### src/rtl/dst40_sched_pkg.sv
// Shared types and constants for the dst40 key-search scheduler.
// State encoding, key width and default run-low hold time.
package dst40_sched_pkg;

  localparam int KEY_W          = 40;
  localparam int LOW_CYCLES_DEF = 4;

  typedef enum logic [2:0] {
    S_IDLE,
    S_LOAD,
    S_RUN,
    S_EMIT,
    S_DONE
  } state_t;

endpackage

### src/rtl/dst40_cand_fifo.sv
// Candidate FIFO with a synchronous flush; a push is visible on vld one cycle later.
// When full it still takes a push in the same cycle as a pop; otherwise the writer must stall.
module dst40_cand_fifo #(
  parameter int W     = 40,
  parameter int DEPTH = 8
) (
  input  logic         clock_i,
  input  logic         reset_n_i,
  input  logic         flush,
  input  logic         push,
  input  logic [W-1:0] push_dat,
  input  logic         pop,
  output logic [W-1:0] pop_dat,
  output logic         full,
  output logic         vld
);

  localparam int AW = $clog2(DEPTH);

  logic [W-1:0]  mem [DEPTH];
  logic [AW-1:0] wr_ptr, rd_ptr;
  logic [AW:0]   count, count_nxt;
  logic          wr_en, rd_en;

  assign rd_en   = pop && vld;
  assign wr_en   = push && (!full || rd_en);
  assign pop_dat = mem[rd_ptr];

  always_comb begin
    count_nxt = count;
    if (wr_en && !rd_en)
      count_nxt = count + 1'b1;
    else if (!wr_en && rd_en)
      count_nxt = count - 1'b1;
  end

  // Occupancy flags are registered so vld/full drive ports straight from flops.
  always_ff @(posedge clock_i or negedge reset_n_i) begin
    if (!reset_n_i) begin
      for (int i = 0; i < DEPTH; i++) mem[i] <= '0;
      wr_ptr <= '0;
      rd_ptr <= '0;
      count  <= '0;
      vld    <= 1'b0;
      full   <= 1'b0;
    end else if (flush) begin
      wr_ptr <= '0;
      rd_ptr <= '0;
      count  <= '0;
      vld    <= 1'b0;
      full   <= 1'b0;
    end else begin
      if (wr_en) begin
        mem[wr_ptr] <= push_dat;
        wr_ptr      <= wr_ptr + 1'b1;
      end
      if (rd_en) rd_ptr <= rd_ptr + 1'b1;
      count <= count_nxt;
      vld   <= (count_nxt != '0);
      full  <= (count_nxt == (AW+1)'(DEPTH));
    end
  end

endmodule

### src/rtl/dst40_scheduler.sv
// Enumerates every matching key of a dst40 array; found-to-push 1 cycle, push-to-valid 1 cycle.
// EMIT stalls while the candidate FIFO is full; DST40_SCHED_COUNT_EN builds the candidate counter.
module dst40_scheduler
  import dst40_sched_pkg::*;
#(
  parameter int NK         = 2,
  parameter int L2NK       = 1,
  parameter int LOW_CYCLES = LOW_CYCLES_DEF,
  parameter int FIFO_DEPTH = 8
) (
  input  logic                   clock_i,
  input  logic                   reset_n_i,
  input  logic                   start_i,
  input  logic                   abort_i,
  input  logic [KEY_W-1:0]       challenge_i,
  input  logic [23:0]            response_i,
  input  logic [KEY_W-1:0]       start_key_i,
  output logic [KEY_W-1:0]       dst_challenge_o,
  output logic [23:0]            dst_response_o,
  output logic [KEY_W-1:0]       dst_start_key_o,
  output logic                   dst_run_o,
  input  logic                   dst_key_found_i,
  input  logic                   dst_key_not_found_i,
  input  logic [NK-1:0]          dst_kernels_i,
  input  logic [KEY_W-L2NK-1:0]  dst_key_i,
  output logic                   cand_valid_o,
  input  logic                   cand_ready_i,
  output logic [KEY_W-1:0]       cand_key_o,
  output logic                   busy_o,
  output logic                   done_o,
  output logic [15:0]            cand_count_o
);

  localparam int LW  = KEY_W - L2NK;
  localparam int LCW = $clog2(LOW_CYCLES);

  function automatic logic [L2NK-1:0] lowest_idx(input logic [NK-1:0] m);
    logic [L2NK-1:0] idx;
    idx = '0;
    for (int i = NK-1; i >= 0; i--)
      if (m[i]) idx = L2NK'(i);
    return idx;
  endfunction

  state_t            state;
  logic [LCW-1:0]    low_cnt;
  logic [LW-1:0]     next_low, hit_low;
  logic [NK-1:0]     mask;
  logic              start_ok, flush, pop, push, fifo_full;
  logic [KEY_W-1:0]  push_dat;
  logic              unused_start_hi;

  // Top key bits select the kernel, so the caller's copy of them is ignored.
  assign unused_start_hi = ^start_key_i[KEY_W-1:LW];

  assign start_ok = start_i && (state == S_IDLE || state == S_DONE);
  assign flush    = abort_i || start_ok;
  assign pop      = cand_valid_o && cand_ready_i;
  assign push     = (state == S_EMIT) && (mask != '0) && (!fifo_full || pop) && !abort_i;
  assign push_dat = {lowest_idx(mask), hit_low};

  always_ff @(posedge clock_i or negedge reset_n_i) begin
    if (!reset_n_i) begin
      state           <= S_IDLE;
      low_cnt         <= '0;
      next_low        <= '0;
      hit_low         <= '0;
      mask            <= '0;
      dst_challenge_o <= '0;
      dst_response_o  <= '0;
      dst_start_key_o <= '0;
      dst_run_o       <= 1'b0;
      busy_o          <= 1'b0;
      done_o          <= 1'b0;
    end else if (abort_i) begin
      state     <= S_IDLE;
      mask      <= '0;
      dst_run_o <= 1'b0;
      busy_o    <= 1'b0;
      done_o    <= 1'b0;
    end else begin
      case (state)
        S_IDLE, S_DONE: begin
          if (start_i) begin
            dst_challenge_o <= challenge_i;
            dst_response_o  <= response_i;
            next_low        <= start_key_i[LW-1:0];
            dst_start_key_o <= {{L2NK{1'b0}}, start_key_i[LW-1:0]};
            low_cnt         <= '0;
            state           <= S_LOAD;
            busy_o          <= 1'b1;
            done_o          <= 1'b0;
          end
        end
        // Run held low long enough for the array's run synchroniser to reload.
        S_LOAD: begin
          if (low_cnt == LCW'(LOW_CYCLES - 1)) begin
            state     <= S_RUN;
            dst_run_o <= 1'b1;
          end else begin
            low_cnt <= low_cnt + 1'b1;
          end
        end
        S_RUN: begin
          if (dst_key_found_i) begin
            mask      <= dst_kernels_i;
            hit_low   <= dst_key_i;
            state     <= S_EMIT;
            dst_run_o <= 1'b0;
          end else if (dst_key_not_found_i) begin
            state     <= S_DONE;
            dst_run_o <= 1'b0;
            busy_o    <= 1'b0;
            done_o    <= 1'b1;
          end
        end
        S_EMIT: begin
          if (mask != '0) begin
            if (push) mask <= mask & (mask - 1'b1);
          end else if (&hit_low) begin
            state  <= S_DONE;
            busy_o <= 1'b0;
            done_o <= 1'b1;
          end else begin
            next_low        <= hit_low + 1'b1;
            dst_start_key_o <= {{L2NK{1'b0}}, hit_low + 1'b1};
            low_cnt         <= '0;
            state           <= S_LOAD;
          end
        end
        default: state <= S_IDLE;
      endcase
    end
  end

  dst40_cand_fifo #(
    .W     (KEY_W),
    .DEPTH (FIFO_DEPTH)
  ) u_fifo (
    .clock_i   (clock_i),
    .reset_n_i (reset_n_i),
    .flush     (flush),
    .push      (push),
    .push_dat  (push_dat),
    .pop       (cand_ready_i),
    .pop_dat   (cand_key_o),
    .full      (fifo_full),
    .vld       (cand_valid_o)
  );

`ifdef DST40_SCHED_COUNT_EN
  always_ff @(posedge clock_i or negedge reset_n_i) begin
    if (!reset_n_i)
      cand_count_o <= '0;
    else if (flush)
      cand_count_o <= '0;
    else if (push && cand_count_o != 16'hFFFF)
      cand_count_o <= cand_count_o + 1'b1;
  end
`else
  assign cand_count_o = '0;
`endif

endmodule
### config.mk
export PLATFORM = sky130hd
export DESIGN_NAME = dst40_scheduler
export DESIGN_NICKNAME = d
export VERILOG_FILES = /design/src/rtl/dst40_sched_pkg.sv /design/src/rtl/dst40_cand_fifo.sv /design/src/rtl/dst40_scheduler.sv
export SDC_FILE = /design/constraint.sdc
export NUM_CORES = 1
export LEC_CHECK = 0
export ABC_AREA = 1
export CAP_MARGIN = 10
export CORE_ASPECT_RATIO = 1.4
export CORE_MARGIN = 5
export CORE_UTILIZATION = 30
export CTS_CLUSTER_DIAMETER = 100
export DETAILED_ROUTE_END_ITERATION = 12
export PLACE_DENSITY = 0.55
export SLEW_MARGIN = 0
export SYNTH_ARGS = -nofsm -noshare
export SYNTH_HDL_FRONTEND = slang
export SYNTH_SLANG_ARGS = --single-unit
### constraint.sdc
create_clock -name clock_i -period 3.95 [get_ports clock_i]
set_clock_uncertainty 0.15 [all_clocks]
set_input_delay 0.5925 -clock clock_i [delete_from_list [all_inputs] [get_ports clock_i]]
set_output_delay 0.5925 -clock clock_i [all_outputs]
set_load 0.02 [all_outputs]
== After elaboration in Yosys (flattened, before gate mapping) ==
Index checks and enable logic that the tools add are counted.

* Register bits after elaboration: 485
* Output and inout port bits: 164
* Word-level logic and storage cells: 152

* Add/subtract/negate cells: 7
* Magnitude comparators: 3
* Eq/ne operators: 20
* Muxes and demuxes: 57
* Bitwise logic cells: 5
* Reductions and logical operators: 37

{| class="wikitable"
|+ Operators with widths
! operator !! number
|-
| $bwmux W320 || 1
|-
| $mux W40 || 6
|-
| $bmux W40 S3 || 1
|-
| $demux W40 S3 || 1
|-
| $pmux W40 S2 || 1
|-
| $add A39 B1 Y39 const B || 1
|-
| $reduce_and A39 Y1 || 1
|-
| $mux W3 || 11
|-
| $mux W1 || 19
|-
| $ne A3 B3 Y1 const B || 6
|-
| $mux W2 || 8
|-
| $mux W4 || 3
|-
| $pmux W3 S4 || 1
|-
| $reduce_and A6 Y1 || 2
|-
| $logic_and A1 B1 Y1 || 9
|-
| $ne A3 B2 Y1 const B || 3
|-
| $reduce_and A3 Y1 || 3
|-
| $reduce_bool A3 Y1 || 3
|-
| $ge A4 B4 Y1 const B || 2
|-
| $ne A2 B2 Y1 const B || 4
|-
| $not A3 Y4 || 2
|-
| $reduce_and A4 Y1 || 2
|-
| $reduce_bool A2 Y1 || 4
|-
| $reduce_bool A4 Y1 || 2
|-
| other kinds (24) || 33
|}

== Depth between registers and ports, before layout ==
* Word-level depth: 11
* Gate-level depth with buffers: 14
* Mapped depth without buffers: 11

== Modules after synthesis ==
From an unflattened synthesis, not the netlist that was laid out.

* Cell total of the unflattened synthesis: 2,862
* Area, all modules: 22,783.1 um2

{| class="wikitable"
|+ Modules (own cells, without submodules)
! module !! instances !! cells each !! area an instance (um2) !! sequential area each (um2)
|-
| dst40_cand_fifo || 1 || 1,783 || 15,065.7 || 8,308.0
|-
| dst40_scheduler || 1 || 1,079 || 7,717.4 || 3,803.6
|}

== Worst setup path after synthesis ==
OpenSTA, ideal clock, no wires.

* Path kind: register to output
* Start: register u_fifo.rd_ptr[0]
* End: output cand_key_o[20]
* Data arrival time: 1.885 ns
* Required time: 3.207 ns
* Slack: 1.322 ns
* Stages on the path, launching flop included: 9
* Cell sequence: dfrtp_1 > clkbuf_1 > inv_1 > clkbuf_1 > buf_1 > nor2_1 > o22ai_1 > nor2_1 > a31oi_1

* Longest elaborated chain between the ends: 4

{| class="wikitable"
|+ Ends and longest elaborated chain
! item !! line !! RTL
|-
| from (decl) || dst40_cand_fifo.sv:21 || <nowiki>logic [AW-1:0] wr_ptr, rd_ptr;</nowiki>
|-
| from (signal assigned) || dst40_cand_fifo.sv:57 || <nowiki>if (rd_en) rd_ptr <= rd_ptr + 1'b1;</nowiki>
|-
| $not A3 Y4 (not written as such) || dst40_cand_fifo.sv:27 || <nowiki>assign pop_dat = mem[rd_ptr];</nowiki>
|-
| $bmux W40 S3 || dst40_cand_fifo.sv:27 ||
|-
| $mux W40 (not written as such) (2 in series) || dst40_cand_fifo.sv:27 ||
|-
| to (decl) || dst40_scheduler.sv:28 || <nowiki>output logic [KEY_W-1:0] cand_key_o,</nowiki>
|}

Every way passes these cells. The select of a mux whose other input is x is not followed.

== Worst setup path after layout ==
* Start: register u_fifo.rd_ptr[0]
* End: output cand_key_o[28]

Same word-level chain as after synthesis.

==> summary.txt <==
Clock network
  – Reg clk slew, reported paths: roughly 60 ps
  – Root Driver: clkbuf_16
  – Setup bufs post-CTS: 0
  – Worst-Skew Late Latency: a little under 600 ps
  – Total CTS buffers: 48
  – Clock sink count: 484
  – CTS tree: done
  – # H-tree levels: 2
  – Clock buffer depth: 3

Cells and area
  – Core Util, Final: 38.23%
  – Fin area: 27820 um2
  – Finished Layout Cells: 3988
  – Share of cells above drive strength 1: 6.075%
  – Nets: 3149
  – Layout Area Growth over Synthesis: 26.21%

Critical path
  – Critical Path RT: roughly 3200 ps
  – Register-to-register setup slack: ~900 ps
  – Crit Path Category: flip-flop to output port
  – Number of cells on the worst reg-to-reg path: 12
  – WP data arrival: 3080 ps
  – CP max FO: 64
  – Crit. End Element: output port
  – CP startpoint kind: flip-flop

STA
  – Slew Viols, Final: 0
  – FMAX: around 260 MHz
  – RSZ-0062 raised after global routing: no
  – Hold Violations, Final: 0
  – Final setup TNS: 0 ps
  – Max-Slew Margin vs Limit: 34.52%
  – Crit path time final: 3826 ps
  – # setup viols final: 0
  – Post-route clock period utilization: 96.87%
  – Slew of the pin with the lowest slew margin: 982.2 ps

Job
  – Max-cap violation count: 0

Floorplanning
  – Die ar.: 79070 um2
  – Rows: roughly 120
  – Die H: roughly 330 um
  – Die Wd: 239.1 um
  – Core Area: ~73000 um2
  – # IOs: 316
  – Initial Utilization: 30.29%

Yosys
  – Asr flop ratio synth: 100.0%
  – Unique masters post-synth: 31
  – Post-synth EDFFs: 0
  – Share of the synthesized area in the top cell type: 54.95%
  – Synth area leaders: dfrtp_1 55%, nand2_1 14%, o21ai_0 11%
  – Seq cells post-synth: 484
  – Leading area contributor after synthesis: dfrtp_1
  – Cells after Synth: approximately 2800
  – Ys flop type: dfrtp_1
  – Sequential area share after synthesis: 54.95%
  – Mean Syn Cell Area: 7.986 um2
  – Mapped Area: 22040 um2
  – Yosys warning count: 0

Drt
  – # DRC: 0
  – Via count: 19160
  – Final antenna-violating net count: 0
  – Total length of routed wires: 74930 um
  – Number of DRC markers in iteration 0: 1218
  – Vias per cell: 4.805
  – First-pass DRT Iterations: 5
  – Routed WL per cell: 18.79 um

Placement
  – Final Wtd Congestion: 0.9527
  – IO Port Bufs: 297
  – Post-detail-place hpwl: 51160 um
  – Placed Cells: 3892
  – Placed Area: 26120 um2

Global route
  – Largest net degree at the start of global routing: between 80 and 90
  – Vias in the first global route: between 15000 and 20000
  – Global-route wire length before repair: 115900 um
  – Gr ovfl total: 0
  – Antenna violations before repair: 13
  – Global Route Usage Sum: 18.58%

Outcome
  – Status: finished clean

Power
  – Maximum VDD drop: about 0.44 mV
  – Power per Cell Area: around 620 nW/um2
  – Leakage: between 10 and 15 nW
  – Overall power: 17.32 mW

Hold path
  – Hold depth: 2
  – HP Class: flip-flop to flip-flop
[logic make-up after synthesis]
| group | synth area share (%) |
|---|---|
| compound gates | 15.74 |
| fa+ha+maj | 0.3406 |
| simple gates | 23.51 |
| xor+xnor | 0.3576 |
| flops | 54.95 |
| buf+inv | 5.092 |
| other cells | 0.01701 |
[layout make-up]
cell class | count | area (um2)
antenna | 7 | 17.52
clock buffer | 72 | 1444
clock inverter | 16 | 197.7
fill | 7545 | 44940
inverter | 82 | 315.3
multi-input combinational | 2024 | 8924
sequential | 484 | 12120
tap | 952 | 1191
timing repair buffer | 351 | 3612
[synthesized netlist by cell type (6+ instances only)]
cell type and count:
nand2_1 845, o21ai_0 506, dfrtp_1 484, nor2_1 386
clkbuf_1 124, inv_1 72, nand3_1 61, a31oi_1 53
o21ai_1 49, o22ai_1 40, buf_2 27, buf_4 22
a21oi_1 14, buf_1 13, nand4_1 11, ha_1 6
xor2_1 6
[cell usage in the layout (no fill, tap or decap), drive strengths merged, types with 7 or more instances in the layout]
| cell type | Yosys | layout |
|---|---|---|
| nor2 | 391 | 391 |
| o22ai | 40 | 40 |
| a21oi | 14 | 14 |
| nand3 | 62 | 62 |
| diode | 0 | 7 |
| dfrtp | 484 | 484 |
| o21ai | 555 | 555 |
| conb | 1 | 17 |
| buf | 62 | 72 |
| nand2 | 850 | 850 |
| a31oi | 53 | 53 |
| nand4 | 11 | 11 |
| clkbuf | 124 | 72 |
| inv | 77 | 78 |
| clkinv | 5 | 15 |
| clkdlybuf4s50 | 0 | 276 |
[flip-flops by register name, summed over array words and instances, names as in the netlist, 2 cells and up]
name             cells
hit_low             39
u_fifo.count         4
dst_response_o      24
low_cnt              2
u_fifo.rd_ptr        3
state                3
dst_start_key_o     39
u_fifo.wr_ptr        3
mask                 2
u_fifo.mem         320
dst_challenge_o     40
[through the flow]
step	hold WS [ps]	worst slack, ps
finish	318.4	123.5
global route	338.5	36.05
CTS	323.1	8.449
detailed placement	307.6	567.8
global placement	303.6	570.4
floorplan	146.9	1322
[per-layer routing]
layer | track usage, % | part of all wire, % | routed length, um | vias up
met5 | 0 | 0.063 | 47 | -
met4 | 7.099 | 4.1 | 3045 | 6
met3 | 4.739 | 6.7 | 5002 | 119
met2 | 31.27 | 48 | 36060 | 521
met1 | 22.99 | 41 | 30780 | 9075
li1 | - | - | - | 9441
[worst paths after layout]
kind	from	endpoint
worst max-delay path	u_fifo.rd_ptr[0]	cand_key_o[28]
worst min register to register	dst_start_key_o[16]	dst_start_key_o[16]
min in group asynchronous	reset_n_i	dst_response_o[13]
worst min-delay path	dst_start_key_o[16]	dst_start_key_o[16]
max in group asynchronous	reset_n_i	dst_challenge_o[33]
worst max register to register	hit_low[1]	dst_start_key_o[17]
[power breakdown]
part	switching, mW	internal [mW]
logic	3.82	2.14
clock network	2.02	2.79
registers	0.696	5.86
[worst max-delay path: stages (launching register included)]
cell,delay [ps]
dfrtp_4,640
buf_12,320
o21ai_0,140
o22ai_1,180
nor2_1,70
a31oi_1,360
clkdlybuf4s50_1,710
[timing repair]
| item | 4_1_cts | 5_1_grt |
|---|---|---|
| endpoints found under the hold margin | 56 | 0 |
| hold buffers | 1 | 0 |
| endpoints found under the setup margin | 3 | 4 |
| resized for setup | 3 | 5 |
Power figures use the tool's default switching activity.
